[config.mk]
export PLATFORM = sky130hd
export DESIGN_NAME = mbt_root_stage
export DESIGN_NICKNAME = d
export VERILOG_FILES = /design/src/rtl/mbt_root_stage.sv
export SDC_FILE = /design/constraint.sdc
export NUM_CORES = 2
export LEC_CHECK = 0
export CORE_UTILIZATION = 50
export CTS_CLUSTER_DIAMETER = 40
export DETAILED_ROUTE_END_ITERATION = 10
export GPL_TIMING_DRIVEN = 1
export PLACE_DENSITY = 0.71
export SLEW_MARGIN = 40
export SYNTH_ARGS = -nofsm -noshare
export SYNTH_HDL_FRONTEND = slang
export SYNTH_SLANG_ARGS = --single-unit
[constraint.sdc]
create_clock -name clk -period 5.1 [get_ports clk]
set_input_delay 0.765 -clock clk [delete_from_list [all_inputs] [get_ports clk]]
set_output_delay 0.765 -clock clk [all_outputs]
set_load 0.005 [all_outputs]
[src/rtl/mbt_root_stage.sv]
// rtl/mbt_root_stage.sv - MBitTree root stage: root-node bit extraction, child index, level-2 table read.
// Three register stages per channel; a root configured as a leaf bypasses the table.
module mbt_root_stage #(
    parameter int PACKET_WIDTH = 104,
    parameter int NODE_WIDTH   = 40,
    parameter int NUM_CH       = 2,
    parameter int NUM_EBITS    = 3,
    parameter int BIT_WIDTH    = 8,
    parameter int NODE_ADDR    = 9,
    parameter int L2_DEPTH     = 16,
    parameter int L2_AW        = 4,
    parameter logic [NODE_WIDTH-1:0] ROOT_INIT = 40'b000000000_00011111_00001101_00000010_111_000_0
) (
    input  logic                           clk,
    input  logic                           RSTn,
    input  logic [NUM_CH*PACKET_WIDTH-1:0] packet_in,
    input  logic [NUM_CH-1:0]              valid_in,
    output logic [NUM_CH*PACKET_WIDTH-1:0] packet_out,
    output logic [NUM_CH-1:0]              valid_out,
    output logic [NUM_CH*NODE_WIDTH-1:0]   node_out,
    output logic [NUM_CH-1:0]              matched_out,
    output logic [NUM_CH-1:0]              err_out,
    input  logic                           cfg_we,
    input  logic                           cfg_sel,
    input  logic [L2_AW-1:0]               cfg_addr,
    input  logic [NODE_WIDTH-1:0]          cfg_wdata
);

    localparam int MASK_LSB = 4;
    localparam int POS_LSB  = 4 + NUM_EBITS;
    localparam int BASE_LSB = NODE_WIDTH - NODE_ADDR;
    localparam int IDX_W    = NODE_ADDR + 1;

    localparam logic [IDX_W-1:0]        IDX_LIMIT  = IDX_W'(L2_DEPTH);
    localparam logic [L2_AW:0]          ADDR_LIMIT = (L2_AW + 1)'(L2_DEPTH);
    localparam logic [PACKET_WIDTH-1:0] HDR_ONE    = PACKET_WIDTH'(1);

    logic [NODE_WIDTH-1:0] r_root;
    logic [NODE_WIDTH-1:0] r_table [L2_DEPTH];

    logic [NUM_EBITS-1:0] w_mask;
    logic [NODE_ADDR-1:0] w_base;
    logic                 w_root_leaf;
    logic                 w_tbl_we;

    logic [NUM_CH-1:0][IDX_W-1:0] w_idx;
    logic [NUM_CH-1:0]            w_oor;

    logic [NUM_CH*PACKET_WIDTH-1:0] r_s1_pkt;
    logic [NUM_CH-1:0]              r_s1_vld;
    logic [NUM_CH-1:0][L2_AW-1:0]   r_s1_idx;
    logic [NUM_CH-1:0]              r_s1_err;
    logic                           r_s1_byp;
    logic [NODE_WIDTH-1:0]          r_s1_root;

    logic [NUM_CH*PACKET_WIDTH-1:0]    r_s2_pkt;
    logic [NUM_CH-1:0]                 r_s2_vld;
    logic [NUM_CH-1:0][NODE_WIDTH-1:0] r_s2_node;
    logic [NUM_CH-1:0]                 r_s2_err;

    assign w_mask      = r_root[MASK_LSB +: NUM_EBITS];
    assign w_base      = r_root[BASE_LSB +: NODE_ADDR];
    assign w_root_leaf = r_root[0];
    assign w_tbl_we    = cfg_we && cfg_sel && ({1'b0, cfg_addr} < ADDR_LIMIT);

    always_ff @(posedge clk or negedge RSTn) begin
        if (!RSTn) begin
            r_root <= ROOT_INIT;
        end else if (cfg_we && !cfg_sel) begin
            r_root <= cfg_wdata;
        end
    end

    // Non-blocking update makes every same-edge S2 read return the old entry.
    always_ff @(posedge clk or negedge RSTn) begin
        if (!RSTn) begin
            for (int i = 0; i < L2_DEPTH; i++) begin
                r_table[i] <= '0;
            end
        end else if (w_tbl_we) begin
            r_table[cfg_addr] <= cfg_wdata;
        end
    end

    genvar gc, gi;
    for (gc = 0; gc < NUM_CH; gc++) begin : g_ch
        logic [PACKET_WIDTH-1:0] w_hdr;
        logic [NUM_EBITS-1:0]    w_e;

        assign w_hdr = packet_in[gc*PACKET_WIDTH +: PACKET_WIDTH];

        // A position past the header shifts the probe bit out, so that ebit reads 0.
        for (gi = 0; gi < NUM_EBITS; gi++) begin : g_bit
            assign w_e[gi] = |(w_hdr & (HDR_ONE << r_root[POS_LSB + gi*BIT_WIDTH +: BIT_WIDTH]));
        end

        assign w_idx[gc] = {1'b0, w_base} + IDX_W'(w_e & w_mask);
        assign w_oor[gc] = (w_idx[gc] >= IDX_LIMIT);
    end

    always_ff @(posedge clk or negedge RSTn) begin
        if (!RSTn) begin
            r_s1_pkt  <= '0;
            r_s1_vld  <= '0;
            r_s1_idx  <= '0;
            r_s1_err  <= '0;
            r_s1_byp  <= 1'b0;
            r_s1_root <= '0;
        end else begin
            r_s1_pkt  <= packet_in;
            r_s1_vld  <= valid_in;
            r_s1_byp  <= w_root_leaf;
            r_s1_root <= r_root;
            for (int c = 0; c < NUM_CH; c++) begin
                r_s1_idx[c] <= w_idx[c][L2_AW-1:0];
                r_s1_err[c] <= !w_root_leaf && w_oor[c];
            end
        end
    end

    always_ff @(posedge clk or negedge RSTn) begin
        if (!RSTn) begin
            r_s2_pkt  <= '0;
            r_s2_vld  <= '0;
            r_s2_node <= '0;
            r_s2_err  <= '0;
        end else begin
            r_s2_pkt <= r_s1_pkt;
            r_s2_vld <= r_s1_vld;
            r_s2_err <= r_s1_err;
            for (int c = 0; c < NUM_CH; c++) begin
                if (r_s1_byp) begin
                    r_s2_node[c] <= r_s1_root;
                end else if (r_s1_err[c]) begin
                    r_s2_node[c] <= '0;
                end else begin
                    r_s2_node[c] <= r_table[r_s1_idx[c]];
                end
            end
        end
    end

    always_ff @(posedge clk or negedge RSTn) begin
        if (!RSTn) begin
            packet_out  <= '0;
            valid_out   <= '0;
            node_out    <= '0;
            matched_out <= '0;
            err_out     <= '0;
        end else begin
            packet_out <= r_s2_pkt;
            valid_out  <= r_s2_vld;
            for (int c = 0; c < NUM_CH; c++) begin
                node_out[c*NODE_WIDTH +: NODE_WIDTH] <= r_s2_vld[c] ? r_s2_node[c] : '0;
                matched_out[c] <= r_s2_vld[c] && r_s2_node[c][0];
                err_out[c]     <= r_s2_vld[c] && r_s2_err[c];
            end
        end
    end

endmodule
==> run metrics <==
Power Density 482.0 nW/um^2; top post-synthesis cells by count dfrtp_1, mux2_2, mux4_2; Seq/Total Area, Yosys 59.46%; Slew HR 33.29%; final max-slew violation count 0; crit-path max cell delay 1.03 ns; setup slack, reg-to-reg 0.43 ns; TritonCTS clock tree yes; num ports 552; total track usage 36.91%; R2R Path Start r_root[24]; WS Path Type register to register; RePlAce Congestion 1.066; IO buf count 551; Main synth FF type dfrtp_1; worst setup path end r_s1_err[1]; Worst EP arrival 5.37 ns; Critical Path Sink Type register; chip height 360.2 microns; Setup violations, final 0; Synth top area share 58.97%; Worst R2R End r_s1_err[1]; setup ws final 0.4254 ns; via/cell ratio 6.492; Critical Path, Cell by Cell buf_4 > mux2_2 > nand3_1 > nand4_1 > or4_1 > o41a_1 > ha_1 > nand4_1 > nor2_1 > nor2_1 > o22ai_1 > a21oi_1; Synth area leader dfrtp_1; WL final 237200 microns; critical path required time 5.80 ns; Worst-path clk slew 0.06 ns; global-route wire length before repair 335800 microns; Hold Path Class register to register; synthesized area per cell 15.40 sq um; Setup TNS 0 ns; Post-CTS Setup Bufs 0; Placed Area 73070 sq um; Yosys reg bits 1524; hold slack 0.3263 ns; pre-CTS setup slack 0.5948 ns; largest net degree at the start of global routing 173; Layout Skew 0.03279 ns; Die ar. 129800 sq um; vias in the first global route 44370; leakage 33.72 nW; TritonCTS buffer count 176; layout cells sized above 1 35.59%; Syn. warnings 0; Crit. Startpoint r_root[24]; f_max 213.9 MHz; Mapped Nets 4433; count leader, synth dfrtp_1; worst skew pair latency 0.83 ns; number of synthesized flops with an enable pin 0; Routed Antenna Nets 0; drc violations 0; final instance area 79320 sq um; cell count of the worst reg-to-reg path 12; Max VDD drop 0.0004810 V; nets 5060; DR vias 42910; initial DRC count 5328; CP max FO 26; non-filler cells, final 6610; placed insts 6272; H-tree depth 4; GRT overflow 0; PostCTS Resize Cnt 0; Worst Max-Slew Pin Slew 0.9976 ns; ys async rst share 100.0%; Num Clock Sinks 1524; final hold vios 0; post-synthesis cell area 64160 sq um; initial antenna violation count 29; max-cap viol count 0; RSZ-0062 raised after global routing no; WL/cell 35.88 microns; Worst path slowest cell dfstp_2; core box area 127400 sq um; Synth cell types 77; Cell Rows 131; Final period util 91.66%; P&R area growth vs syn 23.63%; drt first pass iters 10; Startpoint Class register; DP Wirelength 158800 microns; ranking of synthesized cells by area dfrtp_1, mux4_2, mux2_2; status completed; crit path time final 4.675 ns; Die X-Extent 360.2 microns; clock root cell clkbuf_16; starting density of the core 50.38%; Post-Syn Instances 4167; CTS max path bufs 3; fill count 9272
area by class of cell:
cell class | instances | area, sq um | area share [%]
clock inverter | 103 | 1320 | 1.664
clock buffer | 221 | 4807 | 6.060
sequential | 1524 | 38190 | 48.14
inverter | 89 | 334.1 | 0.4211
antenna | 8 | 20.02 | 0.02524
multi-input combinational | 2208 | 24610 | 31.02
timing repair buffer | 795 | 7965 | 10.04
tap | 1662 | 2079 | 2.622
kinds of logic (layout without fill, tap and decap cells):
| group | count (synthesis) | count (layout) | share of synthesized area [%] |
|---|---|---|---|
| flops | 1524 | 1524 | 59.46 |
| mux | 1177 | 1177 | 27.74 |
| simple gates | 624 | 624 | 5.663 |
| buf+inv | 435 | 1208 | 2.629 |
| compound gates | 395 | 395 | 4.273 |
| fa+ha+maj | 8 | 8 | 0.1794 |
| xor+xnor | 4 | 4 | 0.05461 |
| other cells | 0 | 8 | 0 |
report_power, final:
part	switching [mW]	internal (mW)	total [mW]	leakage [nW]
Combinational	4.59	5.34	9.92	12.1
Sequential	1.48	13.8	15.3	18.7
Clock	5.23	7.81	13.0	2.95
Total	11.3	26.9	38.2	33.7
registers in the layout, summed over array words and instances (netlist names), 8 cells and up:
name        count
packet_out    208
r_table       640
r_s2_node      80
r_s1_idx        8
r_s1_root      40
node_out       79
r_s1_pkt      208
r_s2_pkt      208
r_root         40
critical path, delay by kind of cell, from the launching register on:
family,cells,cell delay [ns]
AOI/OAI and AO/OA,3,0.64
and+or+nand+nor,6,1.72
muxes,1,0.40
DFF,1,1.03
adders and majority gates,1,0.36
buffers and inverters,1,0.39
worst min-delay path by stage:
stage                   from              end  slack, ns  cells after the start
2_1_floorplan    r_s2_pkt[0]    packet_out[0]       0.33                      0
3_5_place_dp   r_s2_pkt[119]  packet_out[119]       0.33                      0
6_report       r_s1_pkt[205]    r_s2_pkt[205]       0.33                      0
3_3_place_gp    r_s1_pkt[59]     r_s2_pkt[59]       0.33                      0
4_1_cts        r_s1_pkt[205]    r_s2_pkt[205]       0.34                      0
5_1_grt        r_s1_pkt[189]    r_s2_pkt[189]       0.34                      0
metal layers:
metal	vias to the layer above	routed length [microns]	global-route usage (%)
met1	22690	87020	45.65
met3	786	19990	9.355
li1	16890	-	-
met2	2520	113400	58.57
met5	-	151	0
met4	24	16650	22.73
repair_timing:
item / in CTS / in global routing
hold buffers: 1 / 0
endpoints found under the setup margin: 0 / 0
hold endpoints to repair: 11 / 0
layout by cell type, fill, tap and decap left out, types with 91 or more instances in the layout:
cell type and instances:
dfrtp_1 1496, mux2_2 724, nand3_1 116, and2_1 91, clkbuf_16 179, o21ai_0 121
nand2_1 116, mux4_2 408, clkdlybuf4s50_1 550, buf_4 190
stage by stage:
stage / util (%) / power [mW]
2_1_floorplan: - / 21.16
3_3_place_gp: 56.99 / 24.90
3_5_place_dp: 57.37 / 25.20
4_1_cts: 62.19 / 38.31
5_1_grt: 62.28 / 39.57
6_report: 62.29 / 38.23
Note: power is estimated with default switching activity, not from simulation.
